`config.mk`:
```
export PLATFORM = sky130hd
export DESIGN_NAME = serial_tx
export DESIGN_NICKNAME = d
export VERILOG_FILES = /design/src/rtl/serial_pkg.sv /design/src/rtl/serial_fifo.sv /design/src/rtl/serial_tx.sv
export SDC_FILE = /design/constraint.sdc
export NUM_CORES = 1
export LEC_CHECK = 0
export CAP_MARGIN = 0
export CORE_ASPECT_RATIO = 1.5
export CORE_MARGIN = 2
export CORE_UTILIZATION = 53
export CTS_BUF_LIST = sky130_fd_sc_hd__clkbuf_4 sky130_fd_sc_hd__clkbuf_8 sky130_fd_sc_hd__clkbuf_16
export DETAILED_ROUTE_END_ITERATION = 8
export GPL_ROUTABILITY_DRIVEN = 1
export PLACE_DENSITY = 0.85
export SYNTH_ARGS = -nofsm -noshare
export SYNTH_HDL_FRONTEND = slang
export SYNTH_SLANG_ARGS = --single-unit
```
`constraint.sdc`:
```
create_clock -name clk -period 2.4 [get_ports clk]
set_clock_uncertainty 0.2 [all_clocks]
set_input_delay 0.48 -clock clk [delete_from_list [all_inputs] [get_ports clk]]
set_output_delay 0.48 -clock clk [all_outputs]
set_load 0.01 [all_outputs]
```
`src/rtl/serial_pkg.sv`:
```
// serial_pkg: shared definitions for the serial transmitter.
//   state_e    - transmitter FSM states
//   DATA_BITS  - payload bits per frame
//   START_LVL  - line level of the start bit
//   STOP_LVL   - line level of the stop bit (and the idle line)
package serial_pkg;

  typedef enum logic [2:0] {
    IDLE   = 3'd0,
    START  = 3'd1,
    DATA   = 3'd2,
    PARITY = 3'd3,
    STOP   = 3'd4
  } state_e;

  localparam int   DATA_BITS = 8;
  localparam logic START_LVL = 1'b0;
  localparam logic STOP_LVL  = 1'b1;

endpackage

```
`src/rtl/serial_fifo.sv`:
```
// serial_fifo: synchronous FIFO with first-word-fall-through read port.
//   clk, rst   - clock, synchronous active-high reset (empties the FIFO)
//   push, din  - write din when push and not full
//   pop, dout  - dout is the head entry; pop discards it when not empty
//   full/empty - occupancy flags
// DEPTH must be a power of two (pointers wrap naturally); occupancy uses
// one extra bit so that full and empty are distinct.
module serial_fifo #(
  parameter int DEPTH = 4,
  parameter int W     = 8
) (
  input  logic         clk,
  input  logic         rst,
  input  logic         push,
  input  logic [W-1:0] din,
  input  logic         pop,
  output logic [W-1:0] dout,
  output logic         full,
  output logic         empty
);

  localparam int AW = $clog2(DEPTH);
  localparam int CW = AW + 1;

  logic [W-1:0]  mem_q [DEPTH];
  logic [W-1:0]  mem_d [DEPTH];
  logic [AW-1:0] wr_q, wr_d, rd_q, rd_d;
  logic [CW-1:0] cnt_q, cnt_d;
  logic          do_push, do_pop;

  assign do_push = push && !full;
  assign do_pop  = pop && !empty;

  always_comb begin
    mem_d = mem_q;
    wr_d  = wr_q;
    rd_d  = rd_q;
    if (do_push) begin
      mem_d[wr_q] = din;
      wr_d        = wr_q + 1'b1;
    end
    if (do_pop) rd_d = rd_q + 1'b1;
    // push+pop on one edge leaves occupancy unchanged
    cnt_d = cnt_q + CW'(do_push) - CW'(do_pop);
  end

  always_ff @(posedge clk) begin
    if (rst) begin
      wr_q  <= '0;
      rd_q  <= '0;
      cnt_q <= '0;
    end else begin
      wr_q  <= wr_d;
      rd_q  <= rd_d;
      cnt_q <= cnt_d;
    end
    mem_q <= mem_d;
  end

  assign dout  = mem_q[rd_q];
  assign full  = (cnt_q == CW'(DEPTH));
  assign empty = (cnt_q == '0);

endmodule

```
`src/rtl/serial_tx.sv`:
```
// serial_tx: buffered 8N1 UART transmitter (8E1 with SERIAL_TX_PARITY_EN).
//   clk, rst  - clock, synchronous active-high reset (aborts frame, flushes FIFO)
//   tx_data   - byte to send, taken when tx_valid && tx_ready
//   tx_valid  - tx_data is presented
//   tx_ready  - FIFO can accept a byte (registered, independent of tx_valid)
//   tx        - serial line, idle high, driven straight from a flop
//   busy      - frame in progress or bytes queued
// Macro SERIAL_TX_PARITY_EN: adds an even parity bit between data and stop.
module serial_tx
  import serial_pkg::*;
#(
  parameter int CLKRATE  = 2_000_000,
  parameter int BAUDRATE = 9600,
  parameter int DEPTH    = 4
) (
  input  logic       clk,
  input  logic       rst,
  input  logic [7:0] tx_data,
  input  logic       tx_valid,
  output logic       tx_ready,
  output logic       tx,
  output logic       busy
);

  localparam int DIV = CLKRATE / BAUDRATE;
  localparam int BW  = (DIV > 1) ? $clog2(DIV) : 1;

  state_e        state_q, state_d;
  logic [BW-1:0] baud_q, baud_d;
  logic [2:0]    bit_q, bit_d;
  logic [7:0]    shift_q, shift_d;
  logic          tx_q, tx_d;
  logic          up_q, up_d;
`ifdef SERIAL_TX_PARITY_EN
  logic          par_q, par_d;
`endif

  logic       push, pop, full, empty, tc;
  logic [7:0] head;

  serial_fifo #(.DEPTH(DEPTH), .W(8)) u_fifo (
    .clk   (clk),
    .rst   (rst),
    .push  (push),
    .din   (tx_data),
    .pop   (pop),
    .dout  (head),
    .full  (full),
    .empty (empty)
  );

  // up_q holds tx_ready low through the reset edge and for nothing longer
  assign up_d     = 1'b1;
  assign tx_ready = up_q && !full;
  assign push     = tx_valid && tx_ready;
  assign tc       = (baud_q == BW'(DIV - 1));

  always_comb begin
    state_d = state_q;
    baud_d  = baud_q;
    bit_d   = bit_q;
    shift_d = shift_q;
    tx_d    = tx_q;
    pop     = 1'b0;
`ifdef SERIAL_TX_PARITY_EN
    par_d   = par_q;
`endif
    if (state_q != IDLE) baud_d = tc ? '0 : baud_q + 1'b1;

    case (state_q)
      IDLE: begin
        if (!empty) begin
          pop     = 1'b1;
          shift_d = head;
          state_d = START;
          tx_d    = START_LVL;
`ifdef SERIAL_TX_PARITY_EN
          par_d   = ^head;
`endif
        end
      end
      START: begin
        if (tc) begin
          state_d = DATA;
          bit_d   = '0;
          tx_d    = shift_q[0];
        end
      end
      DATA: begin
        if (tc) begin
          if (bit_q == 3'(DATA_BITS - 1)) begin
`ifdef SERIAL_TX_PARITY_EN
            state_d = PARITY;
            tx_d    = par_q;
`else
            state_d = STOP;
            tx_d    = STOP_LVL;
`endif
          end else begin
            // shift_q[0] is on the line; next bit is shift_q[1]
            bit_d   = bit_q + 1'b1;
            shift_d = shift_q >> 1;
            tx_d    = shift_q[1];
          end
        end
      end
`ifdef SERIAL_TX_PARITY_EN
      PARITY: begin
        if (tc) begin
          state_d = STOP;
          tx_d    = STOP_LVL;
        end
      end
`endif
      STOP: begin
        if (tc) begin
          // chain straight into the next frame when data is waiting
          if (!empty) begin
            pop     = 1'b1;
            shift_d = head;
            state_d = START;
            tx_d    = START_LVL;
`ifdef SERIAL_TX_PARITY_EN
            par_d   = ^head;
`endif
          end else begin
            state_d = IDLE;
            tx_d    = STOP_LVL;
          end
        end
      end
      default: begin
        state_d = IDLE;
        tx_d    = STOP_LVL;
      end
    endcase
  end

  always_ff @(posedge clk) begin
    if (rst) begin
      state_q <= IDLE;
      baud_q  <= '0;
      bit_q   <= '0;
      shift_q <= '0;
      tx_q    <= STOP_LVL;
      up_q    <= 1'b0;
`ifdef SERIAL_TX_PARITY_EN
      par_q   <= 1'b0;
`endif
    end else begin
      state_q <= state_d;
      baud_q  <= baud_d;
      bit_q   <= bit_d;
      shift_q <= shift_d;
      tx_q    <= tx_d;
      up_q    <= up_d;
`ifdef SERIAL_TX_PARITY_EN
      par_q   <= par_d;
`endif
    end
  end

  assign tx   = tx_q;
  assign busy = (state_q != IDLE) || !empty;

endmodule

```
==> impl_metrics.csv <==
group,metric,value,unit
routing,routed_via_density,5.708,
setup_path,crit_path_end_kind,"flip-flop",
synth,yosys.area_share.xor_xnor,3.112,%
synth,synth-compound-area-share,12.01,%
setup_path,cp.arrival,2410,ps
min_path,min_to,"shift_q[3]$_SDFFE_PP0P_",
layout,diodes,0,
floorplan,io_pins,14,
setup_path,critPathTopFamily,"adder cells",
timing,relSlewSlack,45.55,%
layout,fin_util,67.70,%
placement,routabilityCongestion,0.7424,
synth,synthCells,231,
floorplan,die-area,0.005920,mm²
setup_path,cp-startpoint,"u_fifo.cnt_q[2]$_SDFF_PP0_",
routing,wl_per_cell,15.64,µm
setup_path,path_buf_inv,2,
layout,design_area,0.003470,mm²
synth,yosys_warnings,0,
clock_network,insertion_delay,340,ps
floorplan,start_util,54.91,%
power,irDropWorstVdd,769.4,µV
layout,drive_above_1_share,27.34,%
clock_network,cts_buffers,9,
floorplan,chipWidth,63.50,µm
global_routing,grt_pass1_wl,9.163,mm
setup_path,cp-start-kind,"flip-flop",
synth,synth_cell_types,46,
routing,first_iter_violations,67,
min_path,holdPathStages,2,
placement,dp_hpwl,3.904,mm
timing,fmax,0.4200,GHz
timing,whs,278.2,ps
setup_path,r2r_setup_slack,20,ps
job,cap_violations,0,
setup_path,worst_path_max_delay_cell,"fa_2",
min_path,worstHoldStart,"shift_q[4]$_SDFFE_PP0P_",
placement,portBuffers,13,
setup_path,slowest_delay,400,ps
routing,postRouteAntennaNets,0,
global_routing,grt-ovfl-total,0,
setup_path,cp_cell_sequence,"or3_4, nand2_2, nor2_1, ha_1, inv_2, ha_4, inv_2, fa_2, xnor2_2, xnor2_1, nor2_1",
synth,synth_top_family_by_area,"simple AND/OR/NAND/NOR gates",
clock_network,cts_tree,"yes",
routing,route.detailed.drc,0,
timing,setup_viol,0,
setup_path,reg2reg_depth,11,
synth,synth-adder-area-share,4.713,%
synth,seq_area_frac_synth,56.20,%
timing,worst_pin_slew,809.8,ps
placement,dp_cells,327,
synth,synth_nets,252,
synth,synth_common_cells,"edfxtp_1, dfxtp_1, nand2_1",
global_routing,grt_max_degree,25,
floorplan,core_area,0.005125,mm²
setup_path,r2r_end,"u_fifo.cnt_q[2]$_SDFF_PP0_",
setup_path,crit-reg2reg-launch,"u_fifo.cnt_q[2]$_SDFF_PP0_",
synth,synthTopCellsByArea,"edfxtp_1, dfxtp_1, mux4_2, ha_1, a21oi_1",
setup_path,path_class,"reg2reg",
timing,maxSlewViolCount,0,
synth,synthArstFlopShare,0,%
routing,via_count,1975,
layout,fin_nets,294,
synth,synthMuxAreaShare,7.114,%
setup_path,path_max_fanout,3,
timing,hold_violations,0,
setup_path,crit_required,2420,ps
clock_network,cts-root-buf,"clkbuf_8",
layout,area_growth,23.30,%
synth,synth-seq-cells,63,
layout,instances_no_fill,346,
global_routing,grt_use_total,20.74,%
clock_network,cts_max_level,3,
synth,avgSynthCellArea,12.18,µm²
floorplan,fp.dieH,93.24,µm
status,status,"finished clean",
power,powerDensity,1040,mW/mm²
clock_network,clk_pin_slew_worst_paths,70,ps
clock_network,cts_buffer_depth,2,
synth,synth_edf_count,32,
clock_network,cts.sinks,63,
timing,min_period,2381,ps
power,p_leak,0.001244,µW
min_path,worstHoldPathType,"reg2reg",
global_routing,grt_pass1_vias,2012,
placement,placed_cell_area,0.003219,mm²
routing,finalWirelength,5.411,mm
synth,synth_ff_type,"edfxtp_1",
synth,syn_area,0.002814,mm²
power,total_power,3609,µW
synth,synth_top_cell_area_share,34.15,%
synth,yosys.area_share.simple,13.38,%
timing,post-route-period-util,99.21,%
global_routing,antenna_found_initial,0,
routing,drtPass1Iterations,4,
synth,synth.most_common_cell,"edfxtp_1",
floorplan,num_rows,32,
timing,rsz0062_at_grt,"true",
synth,synthDominantAreaCellType,"edfxtp_1",
[power by group]
part	internal [µW]	switching (µW)	total, µW
Combinational	655	647	1300
Sequential	1280	134	1410
Clock	478	414	892
[worst min-delay path, delay by kind of cell, from the launching register on]
kind / cells / cell delay [ps]
flops: 1 / 310
simple gates: 1 / 50
compound gates: 1 / 80
[worst max-delay path by stage]
stage / slack [ps] / to / cells after the start
6_report: 20 / u_fifo.cnt_q[2]$_SDFF_PP0_ / 11
5_1_grt: -120 / u_fifo.cnt_q[2]$_SDFF_PP0_ / 12
4_1_cts: 3 / u_fifo.cnt_q[2]$_SDFF_PP0_ / 11
3_5_place_dp: -70 / u_fifo.cnt_q[2]$_SDFF_PP0_ / 11
3_3_place_gp: 20 / u_fifo.cnt_q[2]$_SDFF_PP0_ / 12
2_1_floorplan: -20 / u_fifo.cnt_q[2]$_SDFF_PP0_ / 11
[repair_timing]
item                                    4_1_cts  5_1_grt
setup buffers                                 2        1
endpoints found under the setup margin        2        3
gates resized for setup                       2        7
pin swaps                                     3        6
hold endpoints to repair                      0        0
hold buffers                                  0        0
[cells by family (layout without fill, tap and decap cells)]
family,Yosys count,after routing
compound gates,46,46
xor+xnor,10,10
fa+ha+maj,10,10
buf+inv,23,70
flops,63,63
mux,10,10
simple gates,69,69
[flip-flops by register name, summed over array words and instances, names as in the netlist]
name / cells
tx: 1
state_q: 3
shift_q: 8
up_q: 1
baud_q: 8
bit_q: 3
u_fifo.wr_q: 2
u_fifo.mem_q: 32
u_fifo.cnt_q: 3
u_fifo.rd_q: 2
[cells in the final DEF, fill, tap and decap left out, drive strengths merged, types with 2 or more instances in the layout]
cell            n
a211oi          2
a21oi          17
a221oi          2
a311oi          8
and2            5
buf            32
clkbuf          9
clkdlybuf4s50  11
clkinv          2
clkinvlp        4
dfxtp          31
dlymetal6s2s    2
edfxtp         32
ha              9
inv             9
mux2i           2
mux4            8
nand2          20
nand2b          3
nand3           5
nand4           4
nor2           16
nor3            4
o211ai          2
o21ai           4
o31ai           2
or3             5
or3b            2
xnor2           6
xor2            4
[through the flow]
stage | setup TNS [ps] | worst slack [ps]
floorplan | -23.08 | -23.08
global placement | 0 | 19.44
global route | -118.8 | -118.8
finish | 0 | 18.92
detailed placement | -70.14 | -70.14
CTS | 0 | 2.557
[layout make-up]
cell class	instances	area [µm²]
fill	392	1655
clock buffer	9	123.9
timing repair buffer	45	375.4
clock inverter	7	73.82
sequential	63	1587
inverter	9	33.78
multi-input combinational	145	1191
tap	68	85.08
[per-layer routing]
metal	wire [µm]	global-route usage (%)	share of wire [%]
met5	0	0	0
met4	146	10.14	2.7
met3	191	6.498	3.5
met2	3054	37.19	56
met1	2018	21.62	37
Note: power is estimated with default switching activity, not from simulation.
